## src/rtl/instruction_fetch.sv

```systemverilog
// Fetch stage of the MIPS pipeline: PC register, next-PC selection and the IF/ID register.
// Redirects from decode squash the wrong-path fetch, so each redirect costs exactly one bubble.
module instruction_fetch #(
   parameter logic [31:0] RESET_PC = 32'h0000_0000,
   parameter logic [31:0] NOP_INST = 32'h0000_0000
) (
   input  logic        clk,
   input  logic        rst,
   input  logic        stall,
   input  logic        branch_taken,
   input  logic [31:0] branch_target,
   input  logic        jump,
   input  logic [25:0] jump_index,
   input  logic        jr,
   input  logic [31:0] jr_target,
   output logic [31:0] read_address,
   input  logic [31:0] inst,
   output logic [31:0] ifid_inst,
   output logic [31:0] ifid_pc_plus4,
   output logic        ifid_valid,
   output logic [31:0] fetch_count
);

   logic [31:0] pc;
   logic [31:0] pc_plus4;
   logic [31:0] next_pc;
   logic        redirect;

   assign read_address = pc;
   assign pc_plus4     = pc + 32'd4;
   assign redirect     = (jr | jump | branch_taken) & ~stall;

   // Jump region bits come from the IF/ID copy of PC+4, i.e. the jump's own delay-slot address.
   always_comb begin
      next_pc = pc_plus4;
      if (stall)
         next_pc = pc;
      else if (jr)
         next_pc = {jr_target[31:2], 2'b00};
      else if (jump)
         next_pc = {ifid_pc_plus4[31:28], jump_index, 2'b00};
      else if (branch_taken)
         next_pc = {branch_target[31:2], 2'b00};
   end

   always_ff @(posedge clk or negedge rst) begin
      if (!rst) begin
         pc            <= {RESET_PC[31:2], 2'b00};
         ifid_inst     <= NOP_INST;
         ifid_pc_plus4 <= 32'd0;
         ifid_valid    <= 1'b0;
         fetch_count   <= 32'd0;
      end else if (!stall) begin
         pc <= {next_pc[31:2], 2'b00};
         if (redirect) begin
            ifid_inst     <= NOP_INST;
            ifid_pc_plus4 <= 32'd0;
            ifid_valid    <= 1'b0;
         end else begin
            ifid_inst     <= inst;
            ifid_pc_plus4 <= pc_plus4;
            ifid_valid    <= 1'b1;
            fetch_count   <= fetch_count + 32'd1;
         end
      end
   end

endmodule

```

## config.mk

```make
export PLATFORM = sky130hd
export DESIGN_NAME = instruction_fetch
export DESIGN_NICKNAME = d
export VERILOG_FILES = /design/src/rtl/instruction_fetch.sv
export SDC_FILE = /design/constraint.sdc
export NUM_CORES = 1
export LEC_CHECK = 0
export CAP_MARGIN = 30
export CORE_UTILIZATION = 50
export CTS_BUF_LIST = sky130_fd_sc_hd__clkbuf_8
export DETAILED_ROUTE_END_ITERATION = 12
export DONT_BUFFER_PORTS = 1
export GPL_TIMING_DRIVEN = 0
export PLACE_DENSITY_LB_ADDON = 0.25
export SYNTH_ARGS = -nofsm -noshare
export SYNTH_HDL_FRONTEND = slang
export SYNTH_SLANG_ARGS = --single-unit
export TNS_END_PERCENT = 20
```

## constraint.sdc

```tcl
create_clock -name clk -period 2.7 [get_ports clk]
set_input_delay 0 -clock clk [delete_from_list [all_inputs] [get_ports clk]]
set_output_delay 0 -clock clk [all_outputs]
set_load 0.01 [all_outputs]
```

* Yosys cells after proc, flatten, opt, wreduce, memory -nomap -nowiden
Cells that the tools add are included.
Word-level totals: input bits 128, flip-flop bits (word level) 127
Operators by class: add/sub/neg operators 2, bitwise gates (word level) 5, muxes and demuxes 6, reduce and logical (&&, ||, !) cells 1
Operators with widths (number):
- 32-bit 2-to-1 mux | 5
- 32-bit by 1-bit adder with 32-bit output (second input constant) | 1
- 32-bit by 3-bit adder with 32-bit output (second input constant) | 1
- 1-bit NOT | 2
- 1-bit bitwise OR | 2
- 2-bit AND reduction | 1
- 1-bit bitwise AND | 1
- 1-bit 2-to-1 mux | 1

* Depth between registers and ports, before layout
Gate-level depths: netlist of run 1.
depth after elaboration 5, gate-level depth with buffers 8, gate-level depth less buffers 6

* Least setup slack after synthesis of run 1
OpenSTA, ideal clock, no wires.
path kind register to register, start register pc[2] (netlist: read_address[2]), end register pc[28] (netlist: read_address[28]), data required time 2.620 ns, setup time 0.080 ns, arrival 2.179 ns, path slack 0.441 ns, stages on the path, launching flop included 7, path through dfrtp_1 > ha_1 > nand2_1 > or4_4 > or2_4 > or4_4 > o211ai_2
Between the ends: longest elaborated chain between the ends 4
Ends and longest elaborated chain:
- from (decl) | line 24 | logic [31:0] pc;
- from (signal assigned) | line 48 | pc <= {RESET_PC[31:2], 2'b00};
- from (signal assigned) | line 54 | pc <= {next_pc[31:2], 2'b00};
- 32-bit by 3-bit adder with 32-bit output | line 30 | assign pc_plus4 = pc + 32'd4;
- 32-bit 2-to-1 mux | line 42 | else if (branch_taken)
- 32-bit 2-to-1 mux | line 40 | else if (jump)
- 32-bit 2-to-1 mux | line 38 | else if (jr)
Every way passes these cells. A chain may end at the register's enable or synchronous reset.

* Final worst setup path of run 1
start register pc[4] (netlist: read_address[4]), end register pc[15] (netlist: read_address[15])
Same word-level chain as after synthesis.

==> results of run 1 <==
[cells in the final DEF (no fill, tap or decap), drive strengths merged, types with 18 or more instances in the layout]
cell type / instances
o21ai: 37
a21oi: 26
a22o: 40
nand4: 18
xor2: 21
nand3: 23
dfrtp: 125
nor2: 47
dlygate4sd3: 103
nand2: 72
clkbuf: 53
nor3: 18
xnor2: 35
[layer usage]
metal  up-vias  GRT usage
met5         -          0
met3        55      0.121
met1      2983      0.400
met4         0      0.151
met2       412      0.546
li1       2645          -
[repair_timing]
item,4_1_cts,5_1_grt
hold endpoints to repair,187,125
buffers inserted,0,0
resized for setup,0,8
setup endpoints to repair,0,6
[flip-flops by register name, summed over array words and instances, names as in the netlist]
signal / cells
ifid_inst: 32
fetch_count: 32
ifid_pc_plus4: 30
ifid_valid: 1
read_address: 30
[report_power, final]
part	internal (mW)	total, mW	switching, mW	leakage [nW]
combinational	0.337	0.687	0.349	1.55
clock	0.855	1.62	0.761	0.199
sequential	2.00	2.26	0.265	1.63
total	3.19	4.56	1.37	3.38
[final timing paths]
path / to / slack [ns]
worst max register to register: read_address[15]$_DFFE_PN0N_ / 0.01
max in group asynchronous: read_address[20]$_DFFE_PN0N_ / 3.22
worst max-delay path: read_address[15]$_DFFE_PN0N_ / 0.01
worst min-delay path: ifid_pc_plus4[13]$_DFFE_PN0N_ / -0.74
worst min register to register: fetch_count[31]$_DFFE_PN0P_ / 0.55
min in group clk: read_address[17]$_DFFE_PN0N_ / 0.05
[cell usage after synthesis (12+ instances only)]
cell,instances,area share
nand4_1,17,0.017
clkbuf_1,34,0.020
a22o_1,40,0.055
o21ai_0,36,0.028
xnor2_1,35,0.048
nand3_1,23,0.018
nor3_1,18,0.014
nand2_1,72,0.042
inv_1,12,0.0071
a21oi_1,26,0.020
o22ai_1,12,0.012
nor2_1,47,0.028
a221oi_1,16,0.022
xor2_1,21,0.029
dfrtp_1,125,0.49
[logic make-up after synthesis]
group	count (synthesis)	share of synthesized area
adder cells (fa/ha/maj)	2	0.00392
multiplexers	3	0.00471
other	1	0.000588
AND/OR/NAND/NOR	240	0.195
flip-flops	125	0.491
XOR/XNOR	56	0.0769
AO/OA/AOI/OAI	168	0.189
buffers and inverters	61	0.0393
[per-stage QoR]
step	hold slack [ns]	area, sq um
floorplan	-0.296	6390
global placement	-0.292	6600
detailed placement	-0.292	6600
CTS	-0.769	8020
global route	-0.774	8040
finish	-0.743	8040
[layout make-up]
| cell class | instances | area, sq um | share of cell area |
|---|---|---|---|
| clock buffers | 19 | 262 | 0.0325 |
| clock inverters | 13 | 128 | 0.0159 |
| well taps | 168 | 210 | 0.0262 |
| multi-input cells | 473 | 3020 | 0.376 |
| plain buffers | 48 | 203 | 0.0252 |
| flip-flops and latches | 125 | 3130 | 0.390 |
| repair buffers | 104 | 1040 | 0.129 |
| inverters | 13 | 48.8 | 0.00607 |
==> results.txt, run 1 <==
The worst supply voltage drop on vdd came out at 387 uV. The CTS clock-pin slew for the worst setup and hold paths came out at ~0.07 ns. For the pin with the worst max-slew slack, the measured transition is a little under 0.9 ns. The final clock skew came out at 0.00769 ns. Wire segments on met3 add up to 2.45 mm in the final route.

Setup repair after global routing could not meet its margin everywhere. The critical path arrival came out at 3.06 ns. The number of diodes added for antenna fixing came out at 0. The first-pass GRT wire length is roughly 33 mm. Entering global routing, the biggest net connects 126 pins. The total power came out at 4.56 mW. Routed signal wires occupy layers up through met4. TritonCTS built the clock tree. In the final layout, the share of cells above drive strength 1 is 0.0767. The final critical delay including setup and external delays is approximately 2.7 ns. The hold violation count in the final report was 125. The run finished, with violations left. The average via count per standard cell is 6.33.

The first-pass iteration count of the detailed router is 5. Across every metal layer, demand over resource in global routing totals 0.336. The number of nets in the final layout came out at 912. The upper clock frequency limit came out at 372 MHz. The path class of the tightest hold or removal check is input pin to async pin. The worst register-to-register path has a depth of 6.

The worst slew margin relative to its limit came out at 0.401. The count of hold buffers inserted by post-cts repair came out at between 100 and 150. The final hold slack came out at -0.743 ns. STA classifies the critical path endpoint as a flip-flop. Across the run, the number of max-cap violations was 0. The number of enable flip-flop cells after synthesis came out at 0. The number of sinks on the clock net came out at 125. After global routing the overflow that remains totals 0. The relative area change from synthesis to final layout is 26.1%. Counting both buffers and inverters, the worst setup path holds a total of 1. The final reports fail on hold timing.

The synthesized design contains between 100 and 150 register bits. The routed design has about 22 mm of wire. In this run the worst path has a maximum fanout of 7. The DRC marker count from the first detailed-route iteration is 565.

The floorplan has 40 rows. The largest single stage delay on the critical path is 0.58 ns. The detailed route wirelength on metal2 is 10.4 mm. Tracing the worst setup path back leads to its startpoint at read_address[4]$_DFFE_PN0N_. The clock tree root buffer cell is clkbuf_8. Walking the worst path, the cells encountered are nand3_1 -> or3_1 -> o41ai_1 -> o2bb2ai_1 -> a22o_1 -> dlygate4sd3_1.

The total via count in the routed design came out at 6095. The worst endpoint required time is 3.07 ns. The insertion delay to the later sink of the worst-skew pair is 0.44 ns. The half-perimeter wire length after placement is 14.9 mm. The most used flip-flop cell after synthesis is dfrtp_1.

The minimum setup slack after placement came out at about 0.17 ns. The I/O pin count is 257. The sequential share of the synthesized area came out at 0.491. STA classifies the critical path startpoint as a flip-flop.

The category of the most critical setup path is flip-flop to flip-flop. The worst register-to-register path begins at read_address[4]$_DFFE_PN0N_. The core region is 0.0122 sq mm. The number of antenna violations at the first check in global routing is 0.

At the end of the flow the core is filled with cells to 0.658. The static leakage is 3.38 nW. The cell area power density is between 500 and 600 mW/mm^2. The cell total after placement is 828. Synthesis produced 656 cells. The via count of the first global-routing pass came out at 6219. For this run, the number of Yosys warnings is 0. The number of fill cells is 993. The number of max-slew violations in the final report is 0. The detailed-routing wirelength on met1 came out at 8.37 mm. Among all stages on the critical path, the largest delay is contributed by or3_1. The number of different library cells in the post-synthesis netlist came out at between 50 and 60.

The number of nets still failing antenna checks after routing is 0. The kind of cell with the highest combined delay along the critical path is simple AND/OR/NAND/NOR gates. The die boundary height came out at 115 microns. The maximum clock path buffer count is 2. The x dimension of the die came out at 115 microns. The TritonCTS buffer count is 17.

The share of the cycle needed by the critical path after routing came out at 0.996. The post-synth design cell area is 0.00637 sq mm. CTS built an H-tree with a depth of 4. The final routed DRC violation total is 0.

The final non-filler cell total came out at 963. The starting density of the core is 0.522. The final routed wire length divided by cell count is 22.7 microns. The final worst setup slack is 0.0115 ns. The share of flip-flops with an asynchronous set or reset after synthesis is 1.00. The critical path depth in cells is 6.

The average cell area after synthesis came out at 9.72 sq um. The final setup TNS is 0 ns. The count of final setup violators is 0. The number of I/O port buffers came out at 0. The die covers ~0.013 sq mm.

At the end of routability-driven placement, the weighted congestion stood at 0.956.
No activity file was read; power rests on OpenSTA's default activity.
==> run 2: changes to the inputs <==
Settings changed: CORE_UTILIZATION 50 to 66.
==> run 2 against run 1 <==
Net effect:
- the flow still finishes with violations (hold timing)
- global-route usage rose by 11 points
- routed wire length increased by 1.7%
- final cell count is 4.4% lower
- register-to-register slack better by 0.06 ns
- clock-buffer cell count is 2 lower
- first-iteration DRC count rose by 2.5%
==> results.txt, run 2 (synthesis results as in run 1) <==
The run finished, with violations left. The checks that failed: hold timing. The largest individual stage delay along the critical path comes from the cell dlygate4sd3_1.

The CTS clock-pin slew for the worst setup and hold paths is 0.09 ns. Clock tree synthesis inserted a total of 17 buffers. After detailed routing, the number of remaining DRC violations is 0. Setup repair after global routing left no endpoint under its margin. The die covers 0.0101 sq mm.

The maximum clock path buffer count came out at 2. The worst slew margin relative to its limit came out at 0.409. The insertion delay to the later sink of the worst-skew pair is around 0.45 ns. In this run the worst path has a maximum fanout of 7. The x dimension of the die is 100 microns. The worst endpoint required time came out at 3.08 ns.

The number of sinks on the clock net is between 100 and 150. The first-pass GRT wire length came out at about 34 mm. The hold violation count in the final report is about 130. The number of antenna violations at the first check in global routing was 0. Across every metal layer, demand over resource in global routing totals 0.447. The aggregate routed wire length came out at 22.2 mm. The largest registers in the layout are fetch_count x32, ifid_inst x32. The average via count per standard cell came out at between 6 and 7. The share of the cycle needed by the critical path after routing came out at 0.973. The share of cells above drive strength 1 came out at 0.0783. The I/O pin count came out at 257.

The maximum number of pins on one net before global-route repair came out at 126. The final routed wire length divided by cell count came out at between 20 and 25 microns. The worst supply voltage drop on vdd came out at around 370 uV.

The number of I/O port buffers is 0. The type of origin of the critical path is a flip-flop. For this design the ratio of total power to cell area is 584 mW/mm^2. The relative area change from synthesis to final layout came out at 25.0%.

The floorplan has 35 rows. The number of nets still failing antenna checks after routing is 0. The first-pass iteration count of the detailed router came out at 5. The overall overflow remaining after global route came out at 0. The routed design could run at a clock period as short as 2.63 ns. The buffers plus inverters on the worst setup path came out at 2. The half-perimeter wire length after placement came out at 14.3 mm. The critical path arrival is 3.00 ns. TritonCTS built the clock tree.

Summing over every cut layer, the via total after detailed routing is approximately 6400. Final hold analysis gives a worst-case slack of -0.760 ns. The count of hold buffers inserted by post-cts repair is 100.

The clock tree synthesis step divided the H-tree into 4 levels. The congestion estimate from routability-driven global placement came to 0.956. In this design, the largest share of critical-path delay is due to buffers and inverters. The via count of the first global-routing pass is 6578. 0 antenna diodes ended up in the layout. The placeable core area came out at just over 0.009 sq mm. The DRC marker count from the first detailed-route iteration came out at 579. The number of nets in the final layout came out at 909.

The min-delay analysis places its worst path in the category input pin to async pin. The count of max-cap constraint violations came out at 0. The library cells used most frequently in the layout, excluding fill and tap cells, are dfrtp_1, dlygate4sd3_1, nand2_1, nor2_1, a22o_1. At the pin with the least slew margin, the transition time is 0.883 ns. The die boundary height is 100 microns. In this run the cell area measured after placement is 0.00655 sq mm. The starting density of the core is 0.687. The most common cell after layout, fill and taps aside is dfrtp_1. The number of max-slew violations in the final report was 0. The clock tree root buffer cell is clkbuf_8. The maximum cell stage delay along the critical path is 0.54 ns. Static timing analysis puts the maximum clock frequency at 381 MHz.

The static leakage came out at 3.37 nW. The critical path in this run is classified as flip-flop to flip-flop. The critical path goes through clkbuf_2 -> nand4_1 -> or3_1 -> o41ai_1 -> o2bb2ai_1 -> a22o_1 -> dlygate4sd3_1.

The design area came out at approximately 0.008 sq mm. The final clock skew is approximately 0.018 ns. STA classifies the critical path endpoint as a flip-flop. Setup violations remaining at the end of the flow were counted as 0.
==> run 2: cell types whose count changed in the layout (fill, tap and decap cells not counted), moves of 2 or more <==
| cell | before | now |
|---|---|---|
| clkinvlp_4 | 4 | 0 |
| dlygate4sd3_1 | 103 | 100 |
| inv_1 | 16 | 13 |
| inv_6 | 0 | 3 |
| clkbuf_8 | 19 | 17 |
| clkinv_2 | 1 | 3 |
| clkinv_4 | 2 | 4 |
| dfrtp_1 | 123 | 125 |
| dfrtp_2 | 2 | 0 |
| inv_8 | 0 | 2 |
==> run 2: final timing paths <==
path                                                   start                      endpoint  slack [ns]  depth (start not counted)
worst max-delay path            read_address[12]$_DFFE_PN0N_  read_address[15]$_DFFE_PN0N_        0.07                          7
worst min-delay path                                     rst      ifid_inst[5]$_DFFE_PN0N_       -0.76                          0
worst max register to register  read_address[12]$_DFFE_PN0N_  read_address[15]$_DFFE_PN0N_        0.07                          7
worst min register to register   fetch_count[31]$_DFFE_PN0P_   fetch_count[31]$_DFFE_PN0P_        0.53                          1
max in group asynchronous                                rst   read_address[4]$_DFFE_PN0N_        3.30                          0
min in group clk                               jump_index[6]   read_address[8]$_DFFE_PN0N_        0.04                          4
==> run 2: where the power goes <==
part	internal (mW)	switching, mW
logic	0.332	0.368
clock network	0.838	0.853
registers	2.00	0.266
==> run 2: through the flow <==
step	power, mW	TNS [ns]	setup WS (ns)	std cells	util
after CTS	4.57	0	0.119	921	0.856
final	4.65	0	0.0736	921	0.858
after floorplan	2.61	0	0.441	659	-
after global routing	4.79	0	0.00575	921	0.858
after detailed placement	2.79	0	0.204	789	0.706
after global placement	2.76	-0.0314	-0.0314	788	0.705
==> run 2: final cells by class <==
cell class,count,area (sq um)
Sequential cell,125,3130
Timing Repair Buffer,101,1010
Multi-Input combinational cell,473,3020
Tap cell,129,161
Inverter,13,48.8
Fill cell,501,1320
Clock buffer,17,234
Buffer,48,203
Clock inverter,15,163
==> run 2: repair_timing <==
item	in CTS	in global routing
buffers inserted	0	0
resized for setup	0	5
hold endpoints to repair	187	125
setup endpoints to repair	0	4
==> run 2: routing by layer <==
| layer | GRT usage | vias to the layer above | routed length, microns | part of all wire |
|---|---|---|---|---|
| met5 | 0 | - | 0 | 0 |
| met4 | 0.292 | 0 | 1400 | 0.063 |
| met3 | 0.148 | 143 | 2780 | 0.13 |
| met2 | 0.729 | 567 | 10600 | 0.48 |
| met1 | 0.503 | 3051 | 7450 | 0.33 |
| li1 | - | 2647 | - | - |
==> run 3: changes to the inputs <==
Settings changed: REMOVE_ABC_BUFFERS set to 1.
==> run 3 against run 2 <==
Net effect:
- the run still ends with hold timing left
- final cell count fell by 3.8%
- clock-buffer cell count did not move
- via count fell by 4.6%
- register-to-register slack improved by 0.04 ns
- combinational power fell by 7.6%
- sequential power rose by 2%
- utilization fell by 0.094 points
- critical path type is now input pin to flip-flop
- critical endpoint is now read_address[20]$_DFFE_PN0N_
==> results.txt, run 3 (synthesis results as in run 1) <==
The pre-antenna-repair detailed-routing pass consisted of 7 iterations. The CTS clock-pin slew for the worst setup and hold paths came out at roughly 0.07 ns. The number of antenna violations at the first check in global routing is 0. The cell family contributing the most delay on the critical path is buffers and inverters. The checks that failed: hold timing.

The worst setup path is captured at a flip-flop. In the final layout, the share of cells above drive strength 1 is 0.0847. The first global-routing pass estimated 31.8 mm of wire. The DRC marker count from the first detailed-route iteration is 510. The largest single stage delay on the critical path is 1.29 ns. Summing all placed instances gives a cell area of 0.00643 sq mm. The launching instance or port of the critical path is jr. The worst register-to-register path ends at read_address[20]$_DFFE_PN0N_.

The via count of the first global-routing pass is 6131. The number of H-tree levels is 4. The half-perimeter wire length after placement came out at approximately 12 mm. Across every metal layer, demand over resource in global routing totals 0.422. The flow ran to the end, but the final reports show violations.

Among all stages on the critical path, the largest delay is contributed by dlygate4sd3_1. The min-delay analysis places its worst path in the category input pin to async pin. The number of I/O port buffers came out at 0.

The number of max-slew violations in the final report came out at 0. Max-cap violations in this run came to 0. Setup repair after global routing could not meet its margin everywhere.

In the final layout, the registers with the most flip-flops are fetch_count x32, ifid_inst x32. Dividing the final minimum period by the clock period gives 0.972. The count of final setup violators is 0.

The overall overflow remaining after global route is 0. The longest clock path from root to sink contains 2 buffers. The hold violation count in the final report was 125.

The placer's final routability congestion estimate is 0.872. Along the worst path, the maximum fanout reaches 23. The number of rows in the core area came out at 35.

The library cells used most frequently in the layout, excluding fill and tap cells, are dfrtp_1, dlygate4sd3_1, nand2_1, nor2_1, a22o_1. The maximum number of pins on one net before global-route repair came out at 126. The utilization after layout came out at 0.857.

The final critical delay including setup and external delays is roughly 2.6 ns. The die covers 0.0101 sq mm. The count of hold buffers inserted by post-cts repair came out at 109.

In this run the static leakage power is 3.34 nW. TritonCTS built the clock tree. The most common cell after layout, fill and taps aside is dfrtp_1. The upper clock frequency limit is 381 MHz.

The average via count per standard cell is between 6 and 7. During I/O placement, the number of pins put on the boundary was 257. The critical path depth in cells came out at 5. In this run the tightest slew margin relative to its limit is 0.245.

The final routed DRC violation total came out at 0. The starting density of the core is 0.687. The number of sinks on the clock net is 125. The worst register-to-register path begins at read_address[13]$_DFFE_PN0N_.

The design area came out at 0.00796 sq mm. For the worst-skew pair, the clock arrives at the later sink with an insertion delay of 0.44 ns. The number of nets in the final layout came out at ~870. The die boundary height is roughly 100 microns.

Post-CTS timing repair inserted 0 buffers for setup. The worst setup path is launched from an input pin. The number of cells on the worst reg-to-reg path came out at 6.

Dividing total power by cell area gives a power density of roughly 570 mW/mm^2. The final hold slack is -0.751 ns. The total via count in the routed design is a little over 6000.

The final clock skew came out at 0.0156 ns. The relative area change from synthesis to final layout came out at 24.8%. The final routed wire length divided by cell count came out at 23.9 microns.

The floorplan step defined a core boundary enclosing 0.00928 sq mm. The tree is rooted in a clkbuf_8. The TritonCTS buffer count came out at 17. The x dimension of the die is 100 microns. Data on the critical path arrives at its endpoint at 2.99 ns.

The number of buffers and inverters on the critical path is 3. The actual transition at the worst max-transition pin came out at about 1.1 ns. Traced cell by cell, the critical path runs through dlygate4sd3_1 -> a22oi_1 -> dlygate4sd3_1 -> o221ai_1 -> dlygate4sd3_1. The worst endpoint required time is 3.07 ns. The category of the most critical setup path is input pin to flip-flop.

The number of nets still failing antenna checks after routing is 0. The aggregate routed wire length is 21.2 mm. The worst supply voltage drop on vdd is between 300 and 400 uV. The most numerous cell type found on the critical path is dlygate4sd3_1. The slack of the worst reg-to-reg path is 0.11 ns.
==> run 3: final cells by class <==
cell class | count | area (sq um)
flip-flops and latches | 125 | 3140
multi-input cells | 473 | 3020
diodes | 1 | 2.50
inverters | 13 | 48.8
clock buffers | 17 | 234
well taps | 129 | 161
repair buffers | 114 | 1210
fillers | 507 | 1330
clock inverters | 14 | 145
==> run 3: layer usage <==
layer	part of all wire	GRT usage	up-vias
met5	0	0	-
met4	0.056	0.264	0
met3	0.12	0.162	126
met2	0.48	0.676	508
met1	0.35	0.474	2899
li1	-	-	2578
==> run 3: metrics by stage <==
step	setup slack, ns	setup TNS [ns]	total power, mW	cells
finish	0.0748	0	4.54	886
global route	-0.0269	-0.0269	4.70	885
CTS	0.112	0	4.48	884
detailed placement	0.249	0	2.72	744
global placement	-0.468	-14.81	2.68	740
floorplan	0.428	0	2.56	611
==> run 3: how the worst max path moves through the flow <==
stage	end
floorplan	fetch_count[2]$_DFFE_PN0P_
detailed placement	read_address[28]$_DFFE_PN0N_
CTS	read_address[20]$_DFFE_PN0N_
global route	read_address[27]$_DFFE_PN0N_
global placement	fetch_count[2]$_DFFE_PN0P_
finish	read_address[20]$_DFFE_PN0N_
==> run 3: report_power, final <==
group / leakage [nW] / switching, mW / internal (mW)
logic: 1.53 / 0.312 / 0.335
clock network: 0.184 / 0.775 / 0.813
registers: 1.63 / 0.302 / 2.00
==> run 3: worst register-to-register path: cells and delay by family, from the launching register on <==
family / cells / cell delay [ns]
AO/OA/AOI/OAI: 2 / 0.43
AND/OR/NAND/NOR: 3 / 0.89
buffers and inverters: 1 / 0.62
flip-flops: 1 / 0.53
==> run 3: timing repair <==
item	CTS	global route
resized for setup	0	9
endpoints found under the setup margin	0	3
endpoints found under the hold margin	218	125
